### src/rtl/render_scheduler.sv
// render_scheduler: master timing and resource scheduler for the render path.
// Owns the pixel/line counters, arbitrates the shared sprite/tile ROM port
// between the sprite engine (A) and the background engine (B) during
// horizontal blanking, swaps the ping-pong line buffers and opens the
// once-per-frame game-logic update window.
module render_scheduler #(
  parameter int H_ACTIVE = 640,
  parameter int H_BLANK  = 160,
  parameter int V_ACTIVE = 480,
  parameter int V_BLANK  = 45
) (
  input  logic       pixel_clk,
  input  logic       reset,
  output logic [9:0] h_count,
  output logic [9:0] v_count,
  output logic       video_active,
  output logic       frame_start,
  output logic       buf_sel,
  output logic [9:0] fetch_line,
  input  logic       req_a,
  input  logic       req_b,
  output logic       gnt_a,
  output logic       gnt_b,
  output logic       fetch_abort,
  output logic       update_req,
  input  logic       update_done,
  output logic       overrun
);

  localparam int H_TOTAL = H_ACTIVE + H_BLANK;
  localparam int V_TOTAL = V_ACTIVE + V_BLANK;

  localparam logic [9:0] H_ACT_C    = 10'(H_ACTIVE);
  localparam logic [9:0] H_LAST_C   = 10'(H_TOTAL - 1);
  localparam logic [9:0] V_ACT_C    = 10'(V_ACTIVE);
  localparam logic [9:0] V_ACT_M1_C = 10'(V_ACTIVE - 1);
  localparam logic [9:0] V_LAST_C   = 10'(V_TOTAL - 1);

  // Round-robin pointer encoding.
  localparam logic PTR_A = 1'b0;
  localparam logic PTR_B = 1'b1;

  typedef enum logic [1:0] {
    IDLE  = 2'd0,
    GNT_A = 2'd1,
    GNT_B = 2'd2
  } arb_state_t;

  // Increment with wrap back to zero after the given last value.
  function automatic logic [9:0] wrap_inc(input logic [9:0] value,
                                          input logic [9:0] last);
    logic [9:0] result;
    if (value == last) begin
      result = 10'd0;
    end else begin
      result = value + 10'd1;
    end
    return result;
  endfunction

  // Combinational next-state and decode signals.
  logic       h_last_s;
  logic       v_last_s;
  logic [9:0] h_next_s;
  logic [9:0] v_next_s;
  logic [9:0] fetch_next_s;
  logic       active_next_s;
  logic       frame_next_s;
  logic       buf_toggle_s;
  logic       window_open_s;
  logic       window_close_s;
  logic       grant_ok_s;
  logic       pick_a_s;
  logic       upd_start_s;
  logic       upd_end_s;

  // Registered internal state.
  arb_state_t state_r;
  logic       ptr_r;

  // Next-state counter values and everything decoded from them.
  always_comb begin
    h_last_s = (h_count == H_LAST_C);
    v_last_s = (v_count == V_LAST_C);
    h_next_s = wrap_inc(h_count, H_LAST_C);
    if (h_last_s) begin
      v_next_s = wrap_inc(v_count, V_LAST_C);
    end else begin
      v_next_s = v_count;
    end
    fetch_next_s  = wrap_inc(v_next_s, V_LAST_C);
    active_next_s = (h_next_s < H_ACT_C) && (v_next_s < V_ACT_C);
    frame_next_s  = (h_next_s == 10'd0) && (v_next_s == 10'd0);
    // Swap buffers only when the line about to start will be displayed.
    buf_toggle_s  = h_last_s && (v_next_s < V_ACT_C);
    upd_start_s   = (h_next_s == 10'd0) && (v_next_s == V_ACT_C);
    upd_end_s     = h_last_s && v_last_s;
  end

  // Fetch window and arbitration choice for the current cycle.
  always_comb begin
    // The line after the current one must be visible for a prefetch to matter.
    window_open_s  = (h_count >= H_ACT_C) && ((v_count < V_ACT_M1_C) || v_last_s);
    // The next cycle returns to column 0, so any live grant must be revoked now.
    window_close_s = h_last_s;
    // Never start a grant on the closing cycle: it would be visible outside the window.
    grant_ok_s     = window_open_s && !window_close_s;
    if (req_a && req_b) begin
      pick_a_s = (ptr_r == PTR_A);
    end else begin
      pick_a_s = req_a;
    end
  end

  // Pixel/line counters, video decode, prefetch line and buffer select.
  always_ff @(posedge pixel_clk or posedge reset) begin
    if (reset) begin
      h_count      <= 10'd0;
      v_count      <= 10'd0;
      video_active <= 1'b0;
      frame_start  <= 1'b0;
      fetch_line   <= 10'd1;
      buf_sel      <= 1'b0;
    end else begin
      h_count      <= h_next_s;
      v_count      <= v_next_s;
      video_active <= active_next_s;
      frame_start  <= frame_next_s;
      fetch_line   <= fetch_next_s;
      if (buf_toggle_s) begin
        buf_sel <= ~buf_sel;
      end else begin
        buf_sel <= buf_sel;
      end
    end
  end

  // ROM port arbiter: one-hot registered grants, round-robin on contention,
  // forced release with an abort pulse when the blanking window closes.
  always_ff @(posedge pixel_clk or posedge reset) begin
    if (reset) begin
      state_r     <= IDLE;
      gnt_a       <= 1'b0;
      gnt_b       <= 1'b0;
      fetch_abort <= 1'b0;
      ptr_r       <= PTR_A;
    end else begin
      fetch_abort <= 1'b0;
      case (state_r)
        IDLE: begin
          if (grant_ok_s && (req_a || req_b)) begin
            // The pointer follows the winner so an aborted winner keeps priority.
            if (pick_a_s) begin
              state_r <= GNT_A;
              gnt_a   <= 1'b1;
              gnt_b   <= 1'b0;
              ptr_r   <= PTR_A;
            end else begin
              state_r <= GNT_B;
              gnt_a   <= 1'b0;
              gnt_b   <= 1'b1;
              ptr_r   <= PTR_B;
            end
          end else begin
            gnt_a <= 1'b0;
            gnt_b <= 1'b0;
          end
        end
        GNT_A: begin
          if (!req_a) begin
            // Transfer complete: hand priority to the other requester.
            state_r <= IDLE;
            gnt_a   <= 1'b0;
            ptr_r   <= PTR_B;
          end else if (window_close_s) begin
            state_r     <= IDLE;
            gnt_a       <= 1'b0;
            fetch_abort <= 1'b1;
          end else begin
            gnt_a <= 1'b1;
          end
          gnt_b <= 1'b0;
        end
        GNT_B: begin
          if (!req_b) begin
            state_r <= IDLE;
            gnt_b   <= 1'b0;
            ptr_r   <= PTR_A;
          end else if (window_close_s) begin
            state_r     <= IDLE;
            gnt_b       <= 1'b0;
            fetch_abort <= 1'b1;
          end else begin
            gnt_b <= 1'b1;
          end
          gnt_a <= 1'b0;
        end
        default: begin
          state_r <= IDLE;
          gnt_a   <= 1'b0;
          gnt_b   <= 1'b0;
        end
      endcase
    end
  end

  // Game update window: opens entering vertical blanking, closes on done or
  // at the last blank cycle; a window that expires without done is sticky.
  always_ff @(posedge pixel_clk or posedge reset) begin
    if (reset) begin
      update_req <= 1'b0;
      overrun    <= 1'b0;
    end else begin
      if (update_req) begin
        // A done arriving on the final cycle still counts as on time.
        if (update_done) begin
          update_req <= 1'b0;
        end else if (upd_end_s) begin
          update_req <= 1'b0;
          overrun    <= 1'b1;
        end else begin
          update_req <= 1'b1;
        end
      end else if (upd_start_s) begin
        update_req <= 1'b1;
      end else begin
        update_req <= 1'b0;
      end
    end
  end

endmodule

### config.mk
export PLATFORM = sky130hd
export DESIGN_NAME = render_scheduler
export DESIGN_NICKNAME = d
export VERILOG_FILES = /design/src/rtl/render_scheduler.sv
export SDC_FILE = /design/constraint.sdc
export NUM_CORES = 1
export LEC_CHECK = 0
export BUFFER_PORTS_ARGS = -buffer_cell sky130_fd_sc_hd__buf_4
export CORE_MARGIN = 3
export CORE_UTILIZATION = 40
export DETAILED_ROUTE_END_ITERATION = 7
export RECOVER_POWER = 100
export SYNTH_ARGS = -nofsm -noshare
export SYNTH_HDL_FRONTEND = slang
export SYNTH_SLANG_ARGS = --single-unit
export TNS_END_PERCENT = 20
### constraint.sdc
create_clock -name pixel_clk -period 3.55 [get_ports pixel_clk]
set_input_delay 0 -clock pixel_clk [delete_from_list [all_inputs] [get_ports pixel_clk]]
set_output_delay 0 -clock pixel_clk [all_outputs]
set_load 0.005 [all_outputs]
=== Yosys cells after proc, flatten, opt, wreduce, memory -nomap -nowiden ===
Index checks and enable logic that the tools add are counted.

* Output and inout port bits: 38
* Bits of input ports: 5
* Register bits: 41
* Logic and storage cells: 82

* Equal/unequal tests: 9
* Magnitude comparators: 4
* Mux-type cells: 32
* Add/subtract/negate cells: 3
* Bitwise logic cells: 3
* Reduce and logical (&&, ||, !) cells: 18

{| class="wikitable"
|+ Operators with widths
! cell !! number
|-
| 10-bit two-way mux || 4
|-
| 10-bit by 1-bit adder with 10-bit output (second input constant) || 3
|-
| 10-bit == test (second input constant) || 3
|-
| 10-bit zero test || 2
|-
| 10-bit by 9-bit less-than comparator with 1-bit output (second input constant) || 2
|-
| 1-bit two-way mux || 18
|-
| 10-bit by 9-bit == test with 1-bit output (second input constant) || 1
|-
| 10-bit greater-or-equal comparator (second input constant) || 1
|-
| 10-bit less-than comparator (second input constant) || 1
|-
| 2-bit two-way mux || 5
|-
| 1-bit logical AND || 9
|-
| 2-bit != test (second input constant) || 3
|-
| 1-bit case mux with 2 select lines || 3
|-
| 2-bit case mux with 3 select lines || 1
|-
| 4-bit AND reduction || 1
|-
| 1-bit inverter || 3
|-
| 1-bit case mux with 3 select lines || 1
|-
| 3-bit AND reduction || 1
|-
| 3-bit nonzero test || 1
|-
| 2-bit by 1-bit == test with 1-bit output (second input constant) || 1
|-
| 2-bit == test (second input constant) || 1
|-
| 2-bit zero test || 1
|-
| 1-bit logical OR || 2
|-
| 1-bit zero test || 1
|}

=== Depth between registers and ports, before layout ===
Gate-level depths: netlist of the first run.

* Word-level depth: 7
* Gate-level depth with buffers: 14
* Gate-level depth less buffers: 13

=== Least setup slack after synthesis of the first run ===
OpenSTA, ideal clock, no wires.

* Kind: reg-to-reg
* Start: register h_count[0]
* End: register fetch_line[8]
* Clock period less this slack: 2802 ps
* Setup slack: 748 ps
* Stages on the path, launching flop included: 12
* Data arrival time: 2670 ps
* Buffers on the path: 1
* Path through: dfrtp_1 ha_1 nand4_1 or3_4 buf_2 nor2_1 nand2_1 o21ai_0 ha_1 and4_1 nand3_1 xnor2_1

* Cells in the longest elaborated chain, start to end: 4
* Elaborated cells between the ends (all ways): 5
* Classes of those cells: 1 x add/sub; 2 x eq/ne; 2 x mux

{| class="wikitable"
|+ Ends and longest elaborated chain
! item !! RTL line !! text
|-
| from (decl) || 14 || <nowiki>output logic [9:0] h_count,</nowiki>
|-
| from (signal assigned) || 125 || <nowiki>h_count <= h_next_s;</nowiki>
|-
| 10-bit == test (*) || 83 || <nowiki>h_last_s = (h_count == H_LAST_C);</nowiki>
|-
| 10-bit two-way mux (*) || 86 || <nowiki>if (h_last_s) begin</nowiki>
|-
| named net v_next_s[0] || 65 || <nowiki>logic [9:0] v_next_s;</nowiki>
|-
| 10-bit by 1-bit adder with 10-bit output or 10-bit == test (tied branches) || 56, 53 ||
|-
| 10-bit two-way mux (*) || 53 || <nowiki>if (value == last) begin</nowiki>
|-
| named net fetch_next_s[8] || 66 || <nowiki>logic [9:0] fetch_next_s;</nowiki>
|-
| to (signal assigned) || 129 || <nowiki>fetch_line <= fetch_next_s;</nowiki>
|-
| to (decl) || 19 || <nowiki>output logic [9:0] fetch_line,</nowiki>
|}

Mark *: on every way through the listed nets, which the timed path passes. The rest lies on a longest branch.
A chain may end at the register's enable or synchronous reset.

=== Final worst setup path of the first run ===
* Start: register h_count[0]
* End: register fetch_line[1]

* Cells in the longest elaborated chain, start to end: 4
* Elaborated cells between the ends (all ways): 5
* Classes of those cells: 1 x add/sub; 2 x eq/ne; 2 x mux

{| class="wikitable"
|+ Ends and longest elaborated chain
! item !! RTL line
|-
| 10-bit == test || 83
|-
| 10-bit two-way mux || 86
|-
| named net v_next_s[4] || 65
|-
| 10-bit == test || 53
|-
| 10-bit two-way mux || 53
|-
| named net fetch_next_s[1] || 66
|}

The timed path passes the listed nets, and every way through them passes these cells.

==> impl_metrics.env, run 1 <==
export IMPL_hold_worst_slack_ns=0.0475
export IMPL_cp_buffers_inverters=0
export IMPL_layout_commonest_cell="dfrtp_1"
export IMPL_cp_start_kind="flip-flop"
export IMPL_critPathLaunch="h_count[0]"
export IMPL_cpPeakStageDelay_ns=0.60
export IMPL_ys_ff_latch=41
export IMPL_p_leak_uw=0.00127
export IMPL_vias_per_cell=5.28
export IMPL_p_clk_frac=0.395
export IMPL_clock_sinks=41
export IMPL_crit_required_ns=3.71
export IMPL_cts_made_buffers=5
export IMPL_htree_levels=2
export IMPL_hold_path_class="in -> reg"
export IMPL_rsz0062_at_grt="false"
export IMPL_max_slew_margin=-0.454
export IMPL_slowest_stage="or3_4"
export IMPL_synth_edf_count=0
export IMPL_die_width_microns=81.4
export IMPL_dieArea_sq_mm=0.00663
export IMPL_reg2reg_from="h_count[0]"
export IMPL_final_hold_viol_count=0
export IMPL_ant_nets=0
export IMPL_cts_resized=0
export IMPL_diodes=0
export IMPL_wl_per_cell_microns=14.5
export IMPL_postRouteWirelength_microns=5050
export IMPL_drive_gt1_frac=0.197
export IMPL_port_buffers=42
export IMPL_fp_coreArea_sq_mm=0.00530
export IMPL_num_vias=1841
export IMPL_antenna_found_initial=0
export IMPL_avgSynthCellArea_sq_um=9.77
export IMPL_clockBufferDepth=2
export IMPL_hold_buffers=2
export IMPL_setup_tns_ns=0
export IMPL_hold_end="gnt_b"
export IMPL_syn_num_nets=248
export IMPL_grt_pass1_wl_microns=8410
export IMPL_status="finished, violations left"
export IMPL_crit_fanout=14
export IMPL_post_cts_buffers=0
export IMPL_r2r_end="fetch_line[1]"
export IMPL_fmax_mhz=315
export IMPL_first_pass_iters=4
export IMPL_track_usage=0.168
export IMPL_placed_cells_incl_taps=339
export IMPL_p_sw_uw=169
export IMPL_holdPathStages=3
export IMPL_netlist_instances=233
export IMPL_switching_share=0.212
export IMPL_pin_count=43
export IMPL_multi_input_area_sq_mm=0.00114
export IMPL_path_delay_family="simple AND/OR/NAND/NOR gates"
export IMPL_die_h_microns=81.4
export IMPL_drc_errors=0
export IMPL_fin_crit_ns=3.17
export IMPL_p_int_uw=631
export IMPL_combPwrFrac=0.022
export IMPL_ir_worst_vdd_mv=0.145
export IMPL_path_cells="ha_1 -> nand4_1 -> or3_4 -> o21ai_1 -> nand2_1 -> or4b_1 -> nor4_4 -> nor2b_1"
export IMPL_yosysSeqAreaShare=0.451
export IMPL_dpl_hpwl_microns=3750
export IMPL_end_kind="flip-flop"
export IMPL_rows=26
export IMPL_synth_top_area_frac=0.440
export IMPL_maxCapViolCount=1
export IMPL_insertion_delay_ns=0.29
export IMPL_stdcell_count=349
export IMPL_synth_distinct_cells=46
export IMPL_grt_ovfl_total=0
export IMPL_drtIter0Drc=105
export IMPL_finClkSkew_ns=0.00634
export IMPL_synth_ff_type="dfrtp_1"
export IMPL_seq_power_share=0.583
export IMPL_crit_arrival_ns=3.33
export IMPL_synth_top_area_cell="dfrtp_1"
export IMPL_synthTopCellsByArea="dfrtp_1 44%, ha_1 5.5%, xnor2_1 5.4%"
export IMPL_tritoncts="built"
export IMPL_clkTransAtPathRegs_ns=0.08
export IMPL_r2r_slack_ns=0.38
export IMPL_rr_worst_depth=8
export IMPL_area_growth_synth_to_final_pct=20.0
export IMPL_setup_violations=0
export IMPL_worstSetupPathType="reg -> reg"
export IMPL_root_buffer="clkbuf_8"
export IMPL_hp_start="req_b"
export IMPL_min_period_over_period=0.893
export IMPL_mostFrequentLayoutCells="40 x dfrtp_1, 35 x clkbuf_4, 20 x nand2_1"
export IMPL_start_util=0.429
export IMPL_first_global_vias=1763
export IMPL_powerDensity_mw_per_mm2=293
export IMPL_violations="max-capacitance violations, max-slew violations"
export IMPL_grt_max_degree=42
export IMPL_globalplace_congestion=0.831
export IMPL_synth_warnings=0
export IMPL_drv_slew=42
export IMPL_nFillCells=520
export IMPL_async_flop_share=1.00
export IMPL_worst_pin_slew_ns=2.18
export IMPL_ff_latch_area_sq_mm=0.00103
export IMPL_nets=293
export IMPL_syn_area_sq_mm=0.00228
-- layout make-up --
class	count	share of cell area
tap	70	0.0321
clock buffer	8	0.0330
timing repair buffer	46	0.121
sequential	41	0.376
multi-input combinational	169	0.417
inverter	15	0.0206
-- worst max path at each step --
stage | to | slack, ns | cells past startpoint
2_1_floorplan | fetch_line[8] | 0.75 | 11
3_3_place_gp | fetch_line[2] | 0.50 | 8
3_5_place_dp | fetch_line[4] | 0.43 | 8
4_1_cts | fetch_line[4] | 0.42 | 8
5_1_grt | fetch_line[4] | 0.09 | 8
6_report | fetch_line[1] | 0.38 | 8
-- layer usage --
metal,share of wire,up-vias,routed length (microns),GRT usage
met2,0.44,42,2240,0.247
met1,0.49,878,2470,0.234
met4,0.018,0,89,0.0659
met3,0.051,9,259,0.0471
li1,-,912,-,-
met5,0,-,0,0
-- power by group through the flow --
stage               Sequential (uW)  Combinational, uW  Clock [uW]
CTS                             467               19.2         329
detailed placement              476               17.4           0
global placement                476               17.3           0
finish                          467               17.6         316
global route                    467               20.8         355
floorplan                       476               9.05           0
-- through the flow --
step | util | instance area, sq um | total power [uW] | setup WS [ns]
2_1_floorplan | - | 2280 | 485 | 0.748
3_3_place_gp | 0.500 | 2650 | 493 | 0.505
5_1_grt | 0.515 | 2730 | 843 | 0.0865
3_5_place_dp | 0.500 | 2650 | 493 | 0.429
4_1_cts | 0.521 | 2760 | 814 | 0.415
6_report | 0.515 | 2730 | 800 | 0.378
-- synth_stat cells, types with 3 or more instances --
| cell | n |
|---|---|
| dfrtp_1 | 40 |
| nand2_1 | 19 |
| nor2_1 | 18 |
| inv_1 | 15 |
| xnor2_1 | 14 |
| nand3_1 | 13 |
| o21ai_0 | 11 |
| ha_1 | 10 |
| nor3_1 | 10 |
| a21oi_1 | 9 |
| nand4_1 | 6 |
| clkbuf_1 | 5 |
| nor4_1 | 4 |
| or3_1 | 4 |
| xor2_1 | 4 |
| a21o_1 | 3 |
| and2_1 | 3 |
| nor4_4 | 3 |
-- worst reg2reg max path, delay by kind of cell (launching register included) --
kind	cells	cell delay, ns
fa+ha+maj	1	0.27
simple gates	6	2.18
compound gates	1	0.16
flops	1	0.43
-- registers in the layout, summed over array words and instances, names as in the netlist --
register and flops:
gnt_a 1, h_count 10, state_r 2, buf_sel 1, v_count 10, update_req 1, gnt_b 1, overrun 1
frame_start 1, video_active 1, fetch_abort 1, ptr_r 1, fetch_line 10
-- cell families after synthesis --
| logic type | Yosys count | synth area share |
|---|---|---|
| AOI/OAI and AO/OA | 39 | 0.108 |
| xor gates and xnor gates | 21 | 0.0907 |
| adders and majority gates | 10 | 0.0550 |
| buffers and inverters | 23 | 0.0423 |
| DFF | 41 | 0.451 |
| muxes | 1 | 0.00495 |
| and+or+nand+nor | 98 | 0.248 |
No activity file was read; power rests on OpenSTA's default activity.
==> run 2, diff against run 1 <==
- MAX_ROUTING_LAYER: default -> met4
==> impl_metrics.env, run 2 (synthesis results as in run 1) <==
export IMPL_drv_slew=42
export IMPL_start_util=0.429
export IMPL_hold_path_class="in -> reg"
export IMPL_dpl_hpwl_microns=3750
export IMPL_mostFrequentLayoutCells="40 x dfrtp_1, 37 x clkbuf_4, 20 x nand2_1"
export IMPL_die_h_microns=81.4
export IMPL_p_leak_uw=0.00127
export IMPL_fp_coreArea_sq_mm=0.00530
export IMPL_postRouteWirelength_microns=5070
export IMPL_grt_pass1_wl_microns=8420
export IMPL_crit_arrival_ns=3.34
export IMPL_ant_nets=0
export IMPL_vias_per_cell=5.28
export IMPL_fmax_mhz=315
export IMPL_pin_count=43
export IMPL_status="finished, violations left"
export IMPL_drtIter0Drc=116
export IMPL_diodes=0
export IMPL_clockBufferDepth=2
export IMPL_powerDensity_mw_per_mm2=292
export IMPL_crit_fanout=14
export IMPL_post_cts_buffers=0
export IMPL_cts_made_buffers=5
export IMPL_fin_crit_ns=3.18
export IMPL_grt_ovfl_total=0
export IMPL_min_period_over_period=0.895
export IMPL_nets=293
export IMPL_worst_pin_slew_ns=2.18
export IMPL_dieArea_sq_mm=0.00663
export IMPL_ir_worst_vdd_mv=0.144
export IMPL_die_width_microns=81.4
export IMPL_globalplace_congestion=0.844
export IMPL_max_slew_margin=-0.453
export IMPL_first_pass_iters=4
export IMPL_crit_required_ns=3.71
export IMPL_track_usage=0.173
export IMPL_first_global_vias=1761
export IMPL_grt_use_met1=0.237
export IMPL_placed_cells_incl_taps=339
export IMPL_area_growth_synth_to_final_pct=20.3
export IMPL_final_hold_viol_count=0
export IMPL_wl_per_cell_microns=14.5
export IMPL_met2_usage=0.247
export IMPL_antenna_found_initial=0
export IMPL_drive_gt1_frac=0.204
export IMPL_rsz0062_at_grt="false"
export IMPL_end_kind="flip-flop"
export IMPL_grt_max_degree=42
export IMPL_worstSetupPathType="reg -> reg"
export IMPL_grt_use_met3=0.0428
export IMPL_port_buffers=42
export IMPL_root_buffer="clkbuf_8"
export IMPL_hold_worst_slack_ns=0.0458
export IMPL_setup_violations=0
export IMPL_tritoncts="built"
export IMPL_stdcell_count=349
export IMPL_layout_commonest_cell="dfrtp_1"
export IMPL_rows=26
export IMPL_clock_sinks=41
export IMPL_violations="max-capacitance violations, max-slew violations"
export IMPL_cp_start_kind="flip-flop"
export IMPL_grt_busiest_layer="met2"
export IMPL_maxCapViolCount=1
export IMPL_clkTransAtPathRegs_ns=0.08
export IMPL_postLayoutSetupSlackWorst_ns=0.373
export IMPL_finClkSkew_ns=0.00604
export IMPL_pre_cts_slack_ns=0.429
export IMPL_top_regs="fetch_line x10, h_count x10, v_count x10"
export IMPL_drc_errors=0
export IMPL_htree_levels=2
export IMPL_num_vias=1843
export IMPL_setup_tns_ns=0
export IMPL_insertion_delay_ns=0.29
run 2: cell counts in the layout (fill, tap and decap cells not counted):
No cell type changed its count.
run 2: cell type report:
cell class	count	area (sq um)
inverter	15	56.3
fill	518	2560
clock buffer	8	90.1
timing repair buffer	46	339
sequential	41	1030
multi-input combinational	169	1140
tap	70	87.6
run 2: timing repair:
| action | 4_1_cts | 5_1_grt |
|---|---|---|
| hold buffers | 2 | 0 |
| resized for setup | 0 | 0 |
| endpoints found under the hold margin | 41 | 0 |
run 2: where the power goes:
| part | internal, uW | switching (uW) |
|---|---|---|
| clock network | 159 | 158 |
| logic | 5.30 | 12.3 |
| registers | 467 | 0.0000000000000553 |
| total | 631 | 170 |
run 2: worst paths after layout:
| kind | start | to | slack (ns) | cells after the start |
|---|---|---|---|---|
| setup / recovery | h_count[0] | fetch_line[1] | 0.37 | 8 |
| hold / removal | req_b | gnt_b | 0.05 | 3 |
| setup reg to reg | h_count[0] | fetch_line[1] | 0.37 | 8 |
| hold reg to reg | buf_sel | buf_sel | 0.48 | 1 |
| max in group asynchronous | reset | v_count[1] | 1.24 | 4 |
| min in group asynchronous | reset | video_active | 1.06 | 4 |
run 2: per-layer routing:
layer / share of wire / wire length, microns
met1: 0.49 / 2460
met5: 0 / 0
met3: 0.052 / 265
met4: 0.015 / 78
met2: 0.45 / 2270
run 2: through the flow:
stage,utilization,area [sq um],power [uW]
6_report,0.517,2740,800
5_1_grt,0.517,2740,843
4_1_cts,0.521,2760,814
3_5_place_dp,0.500,2650,493
3_3_place_gp,0.500,2650,493
2_1_floorplan,-,2280,485
run 2: critical path, stage by stage (launching register included):
cell     delay (ns)
dfrtp_1        0.43
ha_1           0.27
nand4_1        0.39
or3_4          0.60
o21ai_1        0.15
nand2_1        0.16
or4b_1         0.60
nor4_4         0.35
nor2b_1        0.10
==> run 3, diff against run 2 <==
- ABC_AREA: default -> 1
==> impl_metrics.env, run 3 <==
export IMPL_dieArea_sq_mm=0.00722
export IMPL_wl_per_cell_microns=12.8
export IMPL_fp_coreArea_sq_mm=0.00599
export IMPL_first_pass_iters=4
export IMPL_crit_arrival_ns=2.99
export IMPL_dpl_hpwl_microns=4420
export IMPL_p_leak_uw=0.00165
export IMPL_port_buffers=42
export IMPL_async_flop_share=1.00
export IMPL_ant_nets=0
export IMPL_synth_top_area_frac=0.401
export IMPL_grt_max_degree=28
export IMPL_worst_pin_slew_ns=1.17
export IMPL_first_global_vias=2113
export IMPL_insertion_delay_ns=0.30
export IMPL_nets=388
export IMPL_min_period_over_period=0.790
export IMPL_setup_tns_ns=0
export IMPL_synth_warnings=0
export IMPL_cp_buffers_inverters=1
export IMPL_hold_path_class="in -> reg"
export IMPL_antenna_found_initial=0
export IMPL_dpl_instance_area_sq_mm=0.00288
export IMPL_clockBufferDepth=2
export IMPL_end_kind="flip-flop"
export IMPL_cts_resized=0
export IMPL_syn_num_nets=338
export IMPL_drtIter0Drc=129
export IMPL_post_cts_buffers=0
export IMPL_maxCapViolCount=0
export IMPL_stdcell_count=449
export IMPL_utilization=0.491
export IMPL_synth_distinct_cells=32
export IMPL_worstSetupPathType="reg -> reg"
export IMPL_cp_start_kind="flip-flop"
export IMPL_timing_critical_path_mode_cell="nor2_1"
export IMPL_clock_sinks=41
export IMPL_ys_ff_latch=41
export IMPL_fmax_mhz=356
export IMPL_mostFrequentLayoutCells="90 x nand2_1, 49 x inv_1, 40 x dfrtp_1"
export IMPL_yosysSeqAreaShare=0.412
export IMPL_rows=28
export IMPL_start_util=0.416
export IMPL_diodes=0
export IMPL_rr_worst_depth=11
export IMPL_drive_gt1_frac=0.176
export IMPL_design_area_sq_mm=0.00294
export IMPL_setup_violations=0
export IMPL_num_vias=2109
export IMPL_crit_fanout=16
export IMPL_synth_most_common_cell="nand2_1"
export IMPL_vias_per_cell=4.70
export IMPL_synthTopCellsByArea="dfrtp_1 40%, nand2_1 13%, inv_1 7.2%"
export IMPL_ir_worst_vdd_mv=0.158
export IMPL_max_slew_margin=0.211
export IMPL_globalplace_congestion=0.854
export IMPL_avgSynthCellArea_sq_um=7.72
export IMPL_path_cells="ha_1 -> nand2_1 -> nor2_1 -> nand3_4 -> clkinv_4 -> o21ai_0 -> nand2_4 -> nor2_1 -> nand3_1 -> nand2_1 -> nor2_1"
export IMPL_layout_commonest_cell="nand2_1"
export IMPL_die_width_microns=85.0
export IMPL_top_regs="fetch_line x10, h_count x10, v_count x10"
export IMPL_grt_pass1_wl_microns=9890
export IMPL_clkTransAtPathRegs_ns=0.08
export IMPL_synth_ff_type="dfrtp_1"
export IMPL_holdPathStages=3
export IMPL_netlist_instances=323
export IMPL_powerDensity_mw_per_mm2=298
export IMPL_status="complete, no violations"
export IMPL_area_growth_synth_to_final_pct=17.9
export IMPL_path_delay_family="compound AO/OA/AOI/OAI gates"
export IMPL_drc_errors=0
export IMPL_final_hold_viol_count=0
export IMPL_placed_cells_incl_taps=439
export IMPL_crit_required_ns=3.73
export IMPL_finClkSkew_ns=0.00917
export IMPL_worst_path_stages=11
export IMPL_fin_crit_ns=2.81
export IMPL_htree_levels=2
export IMPL_syn_area_sq_mm=0.00249
export IMPL_netlist_top_cells_count="84 x nand2_1, 48 x inv_1, 40 x dfrtp_1"
export IMPL_track_usage=0.175
export IMPL_die_h_microns=85.0
export IMPL_postRouteWirelength_microns=5730
export IMPL_cts_made_buffers=5
export IMPL_tritoncts="built"
export IMPL_pin_count=43
export IMPL_cpPeakStageDelay_ns=0.94
export IMPL_grt_ovfl_total=0
export IMPL_slowest_stage="o21ai_0"
export IMPL_root_buffer="clkbuf_8"
export IMPL_rsz0062_at_grt="false"
export IMPL_synth_edf_count=0
export IMPL_synth_top_area_cell="dfrtp_1"
export IMPL_drv_slew=0
run 3: changes by cell type in the layout (fill, tap and decap cells not counted), moves of 4 or more:
cell     delta
nand2_1    +70
inv_1      +34
nor2_1     +20
xnor2_1    -15
nand3_1    +10
nor3_1      -7
inv_2       +5
nand2_4     +5
nor4_1      -4
or3_1       -4
run 3: repair_timing:
action / CTS / global route
hold buffers: 2 / 0
hold endpoints to repair: 26 / 0
setup endpoints to repair: 0 / 0
run 3: worst reg2reg max path, stage by stage (launching register included):
cell and delay [ns]:
dfrtp_1 0.43, ha_1 0.24, nand2_1 0.09, nor2_1 0.09
nand3_4 0.23, clkinv_4 0.17, o21ai_0 0.94, nand2_4 0.02
nor2_1 0.23, nand3_1 0.12, nand2_1 0.08, nor2_1 0.05
run 3: area by class of cell:
cell class	count	area (sq um)
Tap cell	75	93.8
Clock buffer	7	86.3
Timing Repair Buffer	45	328
Inverter	57	219
Clock inverter	1	30.0
Fill cell	610	3050
Sequential cell	41	1030
Multi-Input combinational cell	223	1150
run 3: routing by layer:
metal | part of all wire | track usage | routed length, microns | up-vias
met4 | 0.012 | 0.0590 | 70 | 0
li1 | - | - | - | 1103
met3 | 0.035 | 0.0291 | 202 | 7
met5 | 0 | - | 0 | -
met1 | 0.47 | 0.223 | 2720 | 960
met2 | 0.48 | 0.283 | 2740 | 39
run 3: power breakdown:
part,internal (uW),switching [uW]
clock,229,161
combinational,6.03,12.8
sequential,467,0.0000000000000221
run 3: cells by family (layout without fill, tap and decap cells):
kind of cell	Yosys count	after routing	share of synthesized area
AND/OR/NAND/NOR	176	176	0.342
buffers and inverters	59	110	0.100
flip-flops	41	41	0.412
AO/OA/AOI/OAI	31	31	0.0748
adder cells (fa/ha/maj)	10	10	0.0502
XOR/XNOR	6	6	0.0211
run 3: path summary, 6_finish.rpt:
path / start / endpoint / slack (ns)
worst min-delay path: req_a / gnt_a / 0.02
worst max-delay path: h_count[0] / fetch_line[9] / 0.74
min in group asynchronous: reset / h_count[1] / 0.50
max in group asynchronous: reset / state_r[1] / 1.82
worst max register to register: h_count[0] / fetch_line[9] / 0.74
worst min register to register: overrun / overrun / 0.47
run 3: metrics by stage:
stage | hold WS, ns | power (uW) | setup slack [ns]
CTS | 0.00554 | 888 | 1.12
global route | 0.0428 | 915 | 0.554
detailed placement | 0.304 | 495 | 1.15
global placement | 0.302 | 494 | 1.20
finish | 0.0161 | 876 | 0.745
floorplan | 0.167 | 486 | 1.48
